[config.mk]
export PLATFORM = sky130hd
export DESIGN_NAME = reg_file_ext_flat
export DESIGN_NICKNAME = d
export VERILOG_FILES = /design/src/rtl/reg_file_ext_if.sv /design/src/rtl/reg_file_ext.sv /design/src/flat_wrapper.sv
export SDC_FILE = /design/constraint.sdc
export NUM_CORES = 2
export LEC_CHECK = 0
export CORE_MARGIN = 10
export CORE_UTILIZATION = 62
export CTS_CLUSTER_DIAMETER = 60
export DETAILED_ROUTE_END_ITERATION = 8
export GPL_TIMING_DRIVEN = 0
export PLACE_DENSITY = 0.82
export SLEW_MARGIN = 20
export SYNTH_ARGS = -nofsm -noshare
export SYNTH_HDL_FRONTEND = slang
export SYNTH_SLANG_ARGS = --single-unit
[constraint.sdc]
create_clock -name clk -period 53.1 [get_ports clk]
set_input_delay 10.62 -clock clk [delete_from_list [all_inputs] [get_ports clk]]
set_output_delay 10.62 -clock clk [all_outputs]
set_load 0.005 [all_outputs]
[src/rtl/reg_file_ext_if.sv]
// rtl/reg_file_ext_if.sv - bus bundle for reg_file_ext: two write ports, two read ports, PC load, clear control.
interface reg_file_ext_if #(
  parameter int N = 32,
  parameter int R = 16
);
  localparam int AW = $clog2(R);

  logic          we3;
  logic [AW-1:0] a3;
  logic [N-1:0]  wd3;
  logic          we4;
  logic [AW-1:0] a4;
  logic [N-1:0]  wd4;
  logic [AW-1:0] a1;
  logic [AW-1:0] a2;
  logic [N-1:0]  rd1;
  logic [N-1:0]  rd2;
  logic [N-1:0]  pc_in;
  logic          clr_req;
  logic          busy;

  modport master (
    output we3, a3, wd3, we4, a4, wd4, a1, a2, pc_in, clr_req,
    input  rd1, rd2, busy
  );

  modport slave (
    input  we3, a3, wd3, we4, a4, wd4, a1, a2, pc_in, clr_req,
    output rd1, rd2, busy
  );
endinterface

[src/rtl/reg_file_ext.sv]
// rtl/reg_file_ext.sv - dual-write register file with write bypass, PC register and sequential clear FSM.
module reg_file_ext #(
  parameter int N = 32,
  parameter int R = 16
) (
  input  logic           clk,
  input  logic           rst,
  reg_file_ext_if.slave  bus
);
  localparam int AW = $clog2(R);
  localparam logic [AW-1:0] PC_ADDR = AW'(R - 1);
  localparam logic [AW-1:0] LAST_GP = AW'(R - 2);

  typedef enum logic {IDLE, CLEAR} state_t;

  state_t        state_q, state_d;
  logic [AW-1:0] cnt_q, cnt_d;
  logic          busy_q, busy_d;
  logic [N-1:0]  regs_q [R];

  logic wr_a, wr_b;

  // Writes to the PC slot are dropped; this also keeps them out of the bypass path.
  assign wr_a = bus.we3 && (bus.a3 != PC_ADDR) && (state_q == IDLE);
  assign wr_b = bus.we4 && (bus.a4 != PC_ADDR) && (state_q == IDLE);

  always_comb begin
    state_d = state_q;
    cnt_d   = cnt_q;
    case (state_q)
      IDLE: begin
        if (bus.clr_req) begin
          state_d = CLEAR;
          cnt_d   = '0;
        end
      end
      CLEAR: begin
        if (cnt_q == LAST_GP) begin
          state_d = IDLE;
          cnt_d   = '0;
        end else begin
          cnt_d = cnt_q + AW'(1);
        end
      end
      default: begin
        state_d = IDLE;
        cnt_d   = '0;
      end
    endcase
    busy_d = (state_d == CLEAR);
  end

  always_ff @(posedge clk or posedge rst) begin
    if (rst) begin
      state_q <= IDLE;
      cnt_q   <= '0;
      busy_q  <= 1'b0;
    end else begin
      state_q <= state_d;
      cnt_q   <= cnt_d;
      busy_q  <= busy_d;
    end
  end

  always_ff @(posedge clk or posedge rst) begin
    if (rst) begin
      for (int i = 0; i < R; i++) regs_q[i] <= '0;
    end else begin
      regs_q[R-1] <= bus.pc_in;
      for (int i = 0; i < R - 1; i++) begin
        if ((state_q == CLEAR) && (cnt_q == AW'(i)))
          regs_q[i] <= '0;
        else if (wr_b && (bus.a4 == AW'(i)))
          regs_q[i] <= bus.wd4;
        else if (wr_a && (bus.a3 == AW'(i)))
          regs_q[i] <= bus.wd3;
      end
    end
  end

  always_comb begin
    bus.rd1 = regs_q[bus.a1];
    if (wr_b && (bus.a4 == bus.a1))      bus.rd1 = bus.wd4;
    else if (wr_a && (bus.a3 == bus.a1)) bus.rd1 = bus.wd3;

    bus.rd2 = regs_q[bus.a2];
    if (wr_b && (bus.a4 == bus.a2))      bus.rd2 = bus.wd4;
    else if (wr_a && (bus.a3 == bus.a2)) bus.rd2 = bus.wd3;
  end

  assign bus.busy = busy_q;
endmodule

[src/flat_wrapper.sv]
// flat-port wrapper written by rule: the top's interface ports become plain ports
module reg_file_ext_flat 
#(
  parameter int N = 32,
  parameter int R = 16
)
  (clk, rst, bus_we3, bus_a3, bus_wd3, bus_we4, bus_a4, bus_wd4, bus_a1, bus_a2, bus_pc_in, bus_clr_req, bus_rd1, bus_rd2, bus_busy);
  reg_file_ext_if #(.N(N), .R(R)) bus_i ();
  input  logic clk;
  input  logic rst;
  input wire logic [$bits(bus_i.we3)-1:0] bus_we3;
  input wire logic [$bits(bus_i.a3)-1:0] bus_a3;
  input wire logic [$bits(bus_i.wd3)-1:0] bus_wd3;
  input wire logic [$bits(bus_i.we4)-1:0] bus_we4;
  input wire logic [$bits(bus_i.a4)-1:0] bus_a4;
  input wire logic [$bits(bus_i.wd4)-1:0] bus_wd4;
  input wire logic [$bits(bus_i.a1)-1:0] bus_a1;
  input wire logic [$bits(bus_i.a2)-1:0] bus_a2;
  input wire logic [$bits(bus_i.pc_in)-1:0] bus_pc_in;
  input wire logic [$bits(bus_i.clr_req)-1:0] bus_clr_req;
  output wire logic [$bits(bus_i.rd1)-1:0] bus_rd1;
  output wire logic [$bits(bus_i.rd2)-1:0] bus_rd2;
  output wire logic [$bits(bus_i.busy)-1:0] bus_busy;
  assign bus_i.we3 = bus_we3;
  assign bus_i.a3 = bus_a3;
  assign bus_i.wd3 = bus_wd3;
  assign bus_i.we4 = bus_we4;
  assign bus_i.a4 = bus_a4;
  assign bus_i.wd4 = bus_wd4;
  assign bus_i.a1 = bus_a1;
  assign bus_i.a2 = bus_a2;
  assign bus_i.pc_in = bus_pc_in;
  assign bus_i.clr_req = bus_clr_req;
  assign bus_rd1 = bus_i.rd1;
  assign bus_rd2 = bus_i.rd2;
  assign bus_busy = bus_i.busy;
  reg_file_ext #(.N(N), .R(R)) u_core (.clk(clk), .rst(rst), .bus(bus_i));
endmodule
==> out/metrics.yaml <==
track_usage_pct: 43.51
powerDensity_mw_per_mm2: 35.82
r2r_setup_slack_ns: 49.74
area_delta_synth_final_pct: 12.14
rsz0062_at_grt: "false"
final_common_cell: "mux2i_1"
netSwitchingPower_mw: 0.4604
period_minus_slack_ns: 25.26
p_int_mw: 0.8919
netlist_instances: 2871
cp_common_cell: "clkdlybuf4s50_1"
firstDrtPassIters: 8
antenna_found_initial: 2
cts_tree: "yes"
rr_worst_depth: 8
r2r-end: "u_core.regs_q[300]"
final_area_mm2: 0.03775
cp_slowest_cell: "o31ai_1"
synth_cell_types: 48
p_clk_share_pct: 32.2
drive_above_1_share_pct: 18.61
start_kind: "primary input"
num_rows: 85
die_h_um: 253.0
yosysWarnings: 0
nets: 3159
die_area_mm2: 0.06402
fmax_mhz: 39.59
r2r_start: "u_core.state_q"
clock_latency_ns: 0.68
seqPwrFrac_pct: 40.0
ys_seq_area_share_pct: 38.43
netlist_area_mm2: 0.03367
place.port_buffers: 105
whs_path_depth: 2
p_comb_share_pct: 27.8
max_stage_delay_ns: 0.92
clkSinkCount: 517
tightest_slew_ns: 1.283
cp-end-kind: "output pin"
cts_root_buffer: "clkbuf_16"
place_area_mm2: 0.03573
worst-path-max-fanout: 10
wl_mm: 140.5
final-setup-viol-count: 0
vias_per_cell: 7.756
ys_seq_elements: 517
min-delay-start: "u_core.regs_q[62]"
drc_errors: 0
final_max_slew_viol_count: 0
swShare_pct: 34.05
post_drt_wl_per_cell_um: 37.09
cts.repair.resized: 0
hold_viol_final: 0
fin_tns_setup_ns: 0
hp-class: "flop to flop"
holdWs_ns: 0.5016
grt_pass1_wl_mm: 203.1
post-route-period-util_pct: 47.57
outcome: "completed"
cap_violations: 0
p_leak_nw: 18.03
clock_path_buffers: 3
cp.required_ns: 42.48
crit_family: "buffers and inverters"
grt_pass1_vias: 29990
layout_common_cells: "mux2i_1, dfrtp_1, o2bb2ai_1"
postCtsSetupRepairBufs: 0
holdBufCountCts: 0
start_util_pct: 62.56
maxSlewHeadroom_pct: 14.47
overflow: 0
syn_area_per_cell_um2: 11.73
dp_hpwl_mm: 97.43
cts.clk_slew.worst_paths_ns: 0.06
ir_drop_v: 0.00003111
crit_type: "primary input to output pin"
ios: 182
drt-initial-drc-count: 4354
die_w_um: 253.0
path_buf_inv: 4
routabilityCongestion: 1.020
drtAntennaViolNets: 0
crit_path_start: "bus_a3[2]"
via_count: 29370
htreeDepth: 2
cts-buffers-inserted: 59
syn-num-nets: 2988
min_to: "u_core.regs_q[62]"
grt_max_degree: 106
worstPathArrival_ns: 14.64
fp.coreArea_mm2: 0.05381
skew_ns: 0.01926
crit_chain: "clkdlybuf4s50_1 -> and2_1 -> buf_2 -> a31oi_1 -> nand2_1 -> clkbuf_1 -> and3_1 -> o31ai_1 -> clkdlybuf4s50_1"
## registers in the layout (all words and copies together) (netlist names)
signal,flops
u_core.regs_q,512
u_core.cnt_q,4
u_core.state_q,1
## synth_stat cells, drive strengths merged
cell type / count / area (um2)
a21boi: 26 / 274.0
inv: 1 / 3.750
dfrtp: 517 / 12940
buf: 193 / 1070
nand3: 6 / 45.04
nand3b: 1 / 7.510
a2bb2oi: 2 / 17.52
nor4bb: 2 / 20.02
xor2: 8 / 70.07
nand4: 3 / 18.77
nor4: 2 / 12.51
a32oi: 1 / 8.760
mux2i: 613 / 6136
and2: 7 / 43.79
mux4: 194 / 4369
nor3: 2 / 20.02
nand2: 173 / 671.9
clkbuf: 216 / 848.3
a31oi: 2 / 12.51
and3: 61 / 381.6
nor3b: 3 / 27.52
a21oi: 3 / 15.01
a22o: 2 / 17.52
o2bb2ai: 448 / 3924
and3b: 2 / 17.52
nor4b: 1 / 23.77
nor2b: 11 / 68.82
xnor2: 8 / 70.07
mux2: 66 / 743.2
o21ai: 100 / 500.5
nand2b: 5 / 33.78
a221oi: 60 / 525.5
clkinv: 2 / 7.510
nor2: 69 / 264.0
and4b: 1 / 10.01
o31ai: 60 / 450.4
## tightest hold or removal path, cell delays in order, from the launching register on
cell and delay, ns:
dfrtp_1 0.35, nand2_1 0.05, o21ai_0 0.06
## per-stage QoR
stage	instances	setup slack, ns	utilization [%]	power (mW)
floorplan	2871	28.04	-	0.7638
global placement	3672	21.90	66.13	0.8836
detailed placement	3677	28.44	66.40	0.9012
CTS	3786	28.41	70.13	1.329
global route	3786	27.96	70.15	1.383
finish	3787	27.84	70.16	1.352
## area by class of cell
| class | instances | area (um2) |
|---|---|---|
| fillers | 3937 | 16060 |
| diodes | 1 | 2.502 |
| repair buffers | 110 | 1189 |
| flip-flops and latches | 517 | 12940 |
| plain buffers | 409 | 1919 |
| clock buffers | 78 | 1669 |
| multi-input cells | 1942 | 18810 |
| well taps | 696 | 870.8 |
| clock inverters | 31 | 337.8 |
| inverters | 3 | 18.77 |
## power groups by stage
| stage | clock [mW] | combinational (mW) | sequential [mW] |
|---|---|---|---|
| floorplan | 0 | 0.247 | 0.517 |
| global placement | 0 | 0.350 | 0.534 |
| detailed placement | 0 | 0.361 | 0.540 |
| CTS | 0.431 | 0.363 | 0.535 |
| global route | 0.447 | 0.390 | 0.546 |
| finish | 0.436 | 0.376 | 0.541 |
## per-layer routing
metal  vias up  global-route usage [%]  part of all wire (%)
li1      11450                       -                     -
met3       712                   15.44                    13
met1     14530                   52.70                    35
met4         2                   29.89                   8.3
met2      2675                   64.45                    43
met5         -                       0                0.0085
## cells by family after synthesis
| kind of cell | count (synthesis) | share of synthesized area [%] |
|---|---|---|
| multiplexers | 873 | 33.41 |
| AO/OA/AOI/OAI | 704 | 17.07 |
| flip-flops | 517 | 38.43 |
| buffers and inverters | 412 | 5.731 |
| AND/OR/NAND/NOR | 349 | 4.950 |
| XOR/XNOR | 16 | 0.4162 |
## worst max path at each step
stage / cells past startpoint / to / slack, ns
6_report: 9 / bus_rd1[19] / 27.84
3_5_place_dp: 7 / bus_rd2[9] / 28.44
3_3_place_gp: 2 / u_core.regs_q[80] / 21.90
4_1_cts: 7 / bus_rd2[9] / 28.41
5_1_grt: 8 / bus_rd1[19] / 27.96
2_1_floorplan: 1 / u_core.cnt_q[0] / 28.04
(Power assumes the default switching activity.)
==> RTL change: new RTL, same flow settings <==
`N` is set to 32 in 3 places; all go to 16.
--- a/src/rtl/reg_file_ext_if.sv
+++ b/src/rtl/reg_file_ext_if.sv
@@ -2,3 +2,3 @@
 interface reg_file_ext_if #(
-  parameter int N = 32,
+  parameter int N = 16,
   parameter int R = 16
--- a/src/rtl/reg_file_ext.sv
+++ b/src/rtl/reg_file_ext.sv
@@ -2,3 +2,3 @@
 module reg_file_ext #(
-  parameter int N = 32,
+  parameter int N = 16,
   parameter int R = 16
--- a/src/flat_wrapper.sv
+++ b/src/flat_wrapper.sv
@@ -3,3 +3,3 @@
 #(
-  parameter int N = 32,
+  parameter int N = 16,
   parameter int R = 16
Ports: changed (5 resized); port bits go from 182 to 102. The function was not compared with the original's and may differ.
==> RTL change against the original RTL <==
Sequential power down 44%. Sequential cell count is 256 lower. Count of clock-buffer cells in the layout fell by 35. Setup slack gained 540 ps. Wire length shrank 42%. Cell count fell by 43%. Clock power fell by 52%. Power down 44%. Clock skew shrank 9.2 ps. Critical path depth unchanged. Area after synthesis decreased by 47%. Cell area down 48%. Synthesized cell count shrank 42%. Largest cell class unchanged. Largest power group unchanged. Highest routed layer unchanged.
==> RTL change: results (changes against the original RTL) <==
Outcome: finished, final reports clean (unchanged)
# nets final: 1,825 (was 3,159)
Main flop type after synthesis: dfrtp_1 (unchanged)
Syn. warnings: 0 (unchanged)
Final Setup Violations: 0 (unchanged)
First-pass GRT wire length: 116 mm (was 203 mm)
Total GRT Usage: 44.1% (was 43.5%)
Worst min path class: register to register (unchanged)
Critical Path AT: 14,100 ps (was 14,640 ps)
Synth Net Count: 1,733 (was 2,988)
Worst r2r src: u_core.state_q (unchanged)
Fin Clk Skew: 10.0 ps (was 19.3 ps)
Maximum level of the CTS H-tree: 1 (was 2)
Clk buf depth: 3 (unchanged)
Number of port buffers: 59 (was 105)
Biggest regs: u_core.regs_q: 256 flops, u_core.cnt_q: 4 flops, u_core.state_q: 1 flops (was u_core.regs_q: 512 flops, u_core.cnt_q: 4 flops, u_core.state_q: 1 flops)
Cts repair resizes: 0 (unchanged)
Count leader, synth: dfrtp_1 (was mux2i_1)
Initial antenna violation count: 4 (was 2)
FF-to-FF path depth: 6 (was 8)
Number of buffers created by CTS: 29 (was 59)
Sum of negative setup slack: 0 ps (unchanged)
Register area share after synthesis: 36.8% (was 38.4%)
Largest net degree at the start of global routing: 92 (was 106)
DPL Wire Length: 55.7 mm (was 97.4 mm)
Fillers: 2,131 (was 3,937)
Setup repair bufs after CTS: 0 (unchanged)
First-pass DRT Iterations: 6 (was 8)
RePlAce Congestion: 1.06 (was 1.02)
Worst slew pin tran: 1220 ps (was 1280 ps)
Ys async rst share: 100% (unchanged)
Clock Latency Late Sink: 570 ps (was 680 ps)
R2R setup slack: 49,960 ps (was 49,740 ps)
Routed via count: 17,100 (was 29,400)
Synth area leaders: dfrtp_1 (37%), mux4_2 (14%), mux2i_1 (14%) (was dfrtp_1 (38%), mux2i_1 (18%), mux4_2 (13%))
Clock transition at path regs: 60 ps (about the same)
Leak Pwr: 0.00875 uW (was 0.0180 uW)
CTS Root Cell: clkbuf_16 (unchanged)
DR iter-0 viols: 3,076 (was 4,354)
GRT Residual Overflow: 0 (unchanged)
Synth cell types: 60 (was 48)
Share of layout cells above drive strength 1: 16.6% (was 18.6%)
End point of the critical path: bus_rd1[0] (was bus_rd1[19])
CP Max Fanout: 10 (unchanged)
Peak VDD IR: 0.0360 mV (was 0.0311 mV)
Worst R2R End: u_core.regs_q[79] (was u_core.regs_q[300])
Setup crit start: bus_a1[0] (was bus_a3[2])
Post-synth top cells: dfrtp_1 (261), mux2i_1 (249), nor2_1 (222) (was mux2i_1 (613), dfrtp_1 (517), o2bb2ai_1 (448))
DRT Wirelength: 81.0 mm (was 140 mm)
-- RTL change: report_power, final --
group          switching (uW)  internal, uW
logic                     134           118
registers                50.0           252
clock network            89.5           118
-- RTL change: worst min-delay path by stage --
stage / slack, ps / from / cells after the start / end
3_3_place_gp: 490 / u_core.regs_q[125] / 1 / u_core.regs_q[125]
6_report: 520 / u_core.regs_q[94] / 1 / u_core.regs_q[94]
3_5_place_dp: 500 / u_core.regs_q[113] / 1 / u_core.regs_q[113]
4_1_cts: 510 / u_core.regs_q[94] / 1 / u_core.regs_q[94]
5_1_grt: 520 / u_core.regs_q[91] / 1 / u_core.regs_q[91]
2_1_floorplan: 470 / u_core.regs_q[81] / 1 / u_core.regs_q[81]
-- RTL change: cell families (layout without fill, tap and decap cells) --
logic type             after synthesis  after routing  synth area share [%]
AO/OA/AOI/OAI                      383            383                  15.7
buffers and inverters              215            327                  5.73
AND/OR/NAND/NOR                    399            399                  10.8
XOR/XNOR                            16             16                 0.790
flip-flops                         261            261                  36.8
other                                0              2                     0
multiplexers                       390            390                  30.2
-- RTL change: critical path, stage by stage --
cell and delay, ps:
clkdlybuf4s50_1 470, buf_2 330, inv_1 150, clkbuf_1 730, mux2i_1 350, o22ai_1 260, mux2i_1 120, o21ai_0 460
clkdlybuf4s50_1 610
-- RTL change: layout make-up --
| type | count | share of cell area [%] |
|---|---|---|
| plain buffers | 211 | 5.06 |
| repair buffers | 61 | 3.26 |
| inverters | 4 | 0.114 |
| diodes | 2 | 0.0253 |
| well taps | 378 | 2.39 |
| clock inverters | 8 | 0.486 |
| flip-flops and latches | 261 | 33.0 |
| clock buffers | 43 | 4.23 |
| multi-input cells | 1188 | 51.5 |
-- RTL change: layer usage --
layer / global-route usage [%] / up-vias / wire (um)
li1: - / 6464 / -
met1: 54.5 / 8225 / 26900
met2: 62.3 / 1943 / 33500
met3: 20.0 / 473 / 14500
met4: 26.3 / 4 / 6080
met5: 0 / - / 23
-- RTL change: stage by stage --
step                instances  setup slack [ps]  utilization, %  cell area, sq um  total power, uW
detailed placement       2103             28600            67.4             18900              536
global placement         2101             28690            67.1             18800              527
CTS                      2154             28570            70.7             19800              738
finish                   2156             28380            70.7             19800              761
floorplan                1664             30410               -             17700              447
global route             2154             28410            70.7             19800              775
